**config.mk**
```make
export PLATFORM = sky130hd
export DESIGN_NAME = fg_norm_gate
export DESIGN_NICKNAME = d
export VERILOG_FILES = /design/src/rtl/fg_norm_gate.sv
export SDC_FILE = /design/constraint.sdc
export NUM_CORES = 1
export LEC_CHECK = 0
export ABC_CLOCK_PERIOD_IN_PS = 3100
export CAP_MARGIN = 20
export CORE_ASPECT_RATIO = 0.75
export CORE_MARGIN = 5
export CORE_UTILIZATION = 45
export CTS_CLUSTER_SIZE = 20
export DETAILED_ROUTE_END_ITERATION = 7
export PLACE_DENSITY = 0.71
export REMOVE_ABC_BUFFERS = 1
export SLEW_MARGIN = 15
export SYNTH_ARGS = -nofsm -noshare
export SYNTH_HDL_FRONTEND = slang
export SYNTH_SLANG_ARGS = --single-unit
```
**constraint.sdc**
```tcl
create_clock -name clk -period 3.1 [get_ports clk]
set_input_delay 0.31 -clock clk [delete_from_list [all_inputs] [get_ports clk]]
set_output_delay 0.31 -clock clk [all_outputs]
set_load 0.005 [all_outputs]
```
**src/rtl/fg_norm_gate.sv**
```systemverilog
// Keygen rejection gate: sums ||f||^2 and ||g||^2 from poly_small_sqnorm and holds an accept/reject verdict until ack.
// Optional reject counter is enabled by defining FG_NORM_ATTEMPT_CNT_EN; otherwise attempts is tied to 0.
module fg_norm_gate #(
  parameter int          logn  = 9,
  parameter int unsigned BOUND = 16823,
  localparam int         s_bit = (logn == 9) ? 21 : 20
) (
  input  logic             clk,
  input  logic             rst,
  input  logic             ena,
  input  logic             s_valid,
  input  logic [s_bit-1:0] s,
  output logic             done,
  output logic             accept,
  output logic [s_bit:0]   norm,
  input  logic             ack,
  output logic             err,
  output logic [7:0]       attempts
);

  typedef enum logic [1:0] {IDLE, WAIT_F, WAIT_G, RESULT} state_t;

  state_t         state, state_next;
  logic [s_bit:0] acc;
  logic [s_bit:0] sum;
  logic           sum_lt;
  logic           take_f;
  logic           take_g;
  logic           proto_err;

  // One extra bit of headroom: f + g at full scale cannot wrap.
  assign sum    = acc + {1'b0, s};
  assign sum_lt = 32'(sum) < BOUND;

  // NOTE: every signal written here gets a default first, so no path leaves one unassigned and no latch is inferred.
  always_comb begin
    state_next = state;
    take_f     = 1'b0;
    take_g     = 1'b0;
    proto_err  = 1'b0;
    case (state)
      IDLE: begin
        if (ena) state_next = WAIT_F;
        proto_err = s_valid;
      end
      WAIT_F: begin
        if (ena) begin
          state_next = WAIT_F;
        end else if (s_valid) begin
          take_f     = 1'b1;
          state_next = WAIT_G;
        end
      end
      WAIT_G: begin
        if (ena) begin
          state_next = WAIT_F;
        end else if (s_valid) begin
          take_g     = 1'b1;
          state_next = RESULT;
        end
      end
      RESULT: begin
        if (ack) state_next = ena ? WAIT_F : IDLE;
        proto_err = s_valid;
      end
      default: state_next = IDLE;
    endcase
  end

  // NOTE: sequential state uses non-blocking assignments so every flop samples pre-edge values regardless of statement order.
  always_ff @(posedge clk) begin
    if (rst) begin
      state  <= IDLE;
      acc    <= '0;
      norm   <= '0;
      accept <= 1'b0;
      done   <= 1'b0;
      err    <= 1'b0;
    end else begin
      state <= state_next;
      done  <= (state_next == RESULT);
      if (ena)         acc <= '0;
      else if (take_f) acc <= {1'b0, s};
      // Verdict registers only move on entry to RESULT and hold afterwards.
      if (take_g) begin
        norm   <= sum;
        accept <= sum_lt;
      end
      if (ena)            err <= 1'b0;
      else if (proto_err) err <= 1'b1;
    end
  end

`ifdef FG_NORM_ATTEMPT_CNT_EN
  logic [7:0] attempts_q;

  always_ff @(posedge clk) begin
    if (rst) begin
      attempts_q <= '0;
    end else if (take_g && !sum_lt) begin
      if (attempts_q != 8'hFF) attempts_q <= attempts_q + 8'd1;
    end else if (state == RESULT && ack && accept) begin
      attempts_q <= '0;
    end
  end

  assign attempts = attempts_q;
`else
  assign attempts = '0;
`endif

endmodule
```
==> run_results.csv <==
group,metric,value,unit
sta,rsz0062_at_grt,"no",
power,p_sw_share,27.5,%
clock_network,cts-hold-fix-buffers,0,
clock_network,cts.repair.resized,0,
clock_network,root_buffer,"clkbuf_8",
synth,async_flop_share,0,%
layout,layout-drive-gt1-share,6.07,%
run_status,status,"finished clean",
placement,post-dp-hpwl,5.69,mm
clock_network,htreeDepth,2,
floorplanning,core_area,0.00670,sq mm
sta,finalCritPeriodShare,89.7,%
sta,final.setup.tns,0,ns
critical_path,worstPathMaxFanout,2,
synth,syn_area,0.00304,sq mm
placement,portBuffers,50,
global_route,grt_max_degree,27,
power,power_frac_seq,51.2,%
synth,synth_top_area_cell,"dfxtp_1",
power,p_int,0.886,mW
floorplanning,die_area,0.00852,sq mm
power,pwr-share-comb,15.4,%
route,drt-total-wl,7.38,mm
critical_path,path_cells,"clkdlybuf4s50_1, ha_1, inv_1, fa_1, nand2b_1, a211oi_1, or2_1, a21oi_1, a41oi_1, xor2_1, or2_1, o31ai_2",
floorplanning,start_util,45.4,%
critical_path,path_delay_family,"compound AO/OA/AOI/OAI gates",
min_path,worstHoldPathType,"flip-flop to flip-flop",
route,firstDrtPassIters,4,
clock_network,clockBufferDepth,2,
global_route,grt_use_total,17.8,%
synth,yosysUniqueCellTypes,55,
sta,slew_headroom,51.2,%
route,wl_per_cell,13.9,um
sta,period_needed,2.78,ns
synth,yosysWarnings,0,
critical_path,crit_start,"s[0]",
route,post-route-drc-count,0,
power,p_leak,1.41,nW
sta,hold_viol_final,0,
synth,synth-edff-count,0,
clock_network,cts.clk_slew.worst_paths,0.09,ns
floorplanning,fp.dieH,81.2,um
global_route,grt_pass1_wl,12.5,mm
critical_path,max_stage_delay,0.49,ns
global_route,first_global_vias,2718,
critical_path,worstPathRequired,3.33,ns
layout,synthToLayoutAreaGrowth,21.6,%
route,routed_via_density,5.32,
clock_network,cts_tree,"built",
floorplanning,die_width,105,um
sta,slew_viol_final,0,
layout,diodes,0,
min_path,min_from,"norm[16]",
run,cap_violations,0,
synth,yosysTopAreaCellShare,31.6,%
critical_path,critical_path_class,"input pin to flip-flop",
critical_path,r2r_start,"acc[0]",
floorplanning,io_pins,59,
placement,gp_congestion,0.939,
synth,synth-main-ff-cell,"dfxtp_1",
power,p_clk_share,33.4,%
sta,worst_clock_skew,0.00439,ns
layout,num-nets-final,496,
synth,postSynthAreaPerCell,7.62,sq um
layout,finish.utilization,55.2,%
critical_path,cpMaxStageDelayCell,"clkdlybuf4s50_1",
synth,syn_inst,399,
power,power.net_switching,0.335,mW
clock_network,post_cts_buffers,0,
sta,holdWs,0.459,ns
route,num_vias,2812,
global_route,antenna_found_initial,0,
critical_path,crit_path_start_kind,"input pin",
route,detail-route-antenna-nets,0,
critical_path,critPathBufInv,2,
sta,max_freq,0.360,GHz
clock_network,cts.sink_count,48,
power,ir_worst_vdd,0.000182,V
synth,ys_seq_area_share,31.6,%
sta,setup_viol,0,
clock_network,clk_latency,0.31,ns
critical_path,end_kind,"flip-flop",
power,p_per_area,330,mW/mm^2
synth,synth_seq_cells,48,
clock_network,cts_buffers,5,
sta,max_slew.worst_pin.slew,0.730,ns
floorplanning,num_rows,26,
global_route,gr-total-overflow,0,
route,initialDrtViolationCount,201,
synth,synth_area_leaders,"dfxtp_1 32%, nand2_1 11%, ha_1 10%, a21oi_1 10%, nor2_1 2.7%",
critical_path,critPathArrivalTime,3.01,ns
critical_path,crit_top_cell,"or2_1",
## synth_stat cells, types with 7 or more instances
cell type,number
o21ai_0,13
ha_1,25
a21oi_1,61
nand2_1,90
nor2b_1,8
buf_4,8
nor2_1,22
a21o_1,8
inv_1,12
xor2_1,7
dfxtp_1,48
clkbuf_1,17
xnor2_1,8
## per-layer routing
metal  up-vias  share of wire [%]  track usage (%)
met3         9                7.2             3.18
li1       1457                  -                -
met5         -                  0                0
met2        90                 43             29.8
met4         0                1.1             5.11
met1      1256                 49             23.6
## flip-flops by register name, summed over array words and instances, names as in the netlist
signal,flops
done,1
accept,1
norm,22
state,2
err,1
acc,21
## power by group through the flow
stage	clock network, mW	logic (mW)	registers, mW
finish	0.408	0.187	0.626
global route	0.438	0.209	0.627
CTS	0.422	0.187	0.626
detailed placement	0	0.185	0.640
global placement	0	0.180	0.640
floorplan	0	0.106	0.639
## final cells by class
class | count | area (sq um)
Clock buffer | 6 | 82.6
Clock inverter | 2 | 15.0
Multi-Input combinational cell | 319 | 1930
Fill cell | 641 | 3010
Sequential cell | 48 | 961
Timing Repair Buffer | 58 | 561
Tap cell | 84 | 105
Inverter | 12 | 45.0
## final timing paths
kind | slack, ns | cells past startpoint | end
setup / recovery | 0.32 | 12 | accept
hold / removal | 0.46 | 2 | norm[16]
hold reg to reg | 0.46 | 2 | norm[16]
setup reg to reg | 0.48 | 11 | accept
## stage by stage
stage                     total power [mW]  setup WS (ns)  cell area (sq um)  cells
final                                 1.22          0.320               3700    529
after CTS                             1.23          0.331               3700    529
after global routing                  1.27         0.0519               3700    529
after global placement               0.820         0.0796               3600    521
after floorplan                      0.745          0.624               2930    379
after detailed placement             0.825         0.0228               3600    521
## layout by cell type (no fill, tap or decap), drive strengths merged, types with 6 or more instances in the layout
cell	count
a211oi	6
a21o	8
a21oi	62
buf	8
clkbuf	6
clkdlybuf4s50	50
conb	8
dfxtp	48
ha	25
inv	12
nand2	91
nor2	22
nor2b	8
o21ai	14
xnor2	8
xor2	7
## kinds of logic (layout without fill, tap and decap cells)
logic type	count (synthesis)	in the layout	share of synthesized area, %
AOI/OAI and AO/OA	122	122	25.9
xor gates and xnor gates	15	15	4.32
adders and majority gates	26	26	10.9
buffers and inverters	39	78	5.88
DFF	48	48	31.6
other	1	8	0.123
and+or+nand+nor	148	148	21.2
## tightest hold or removal path, cell delays in order, from the launching register on
cell	delay, ns
dfxtp_1	0.32
nand2_1	0.05
a21oi_1	0.05
Note: power is estimated with default switching activity, not from simulation.
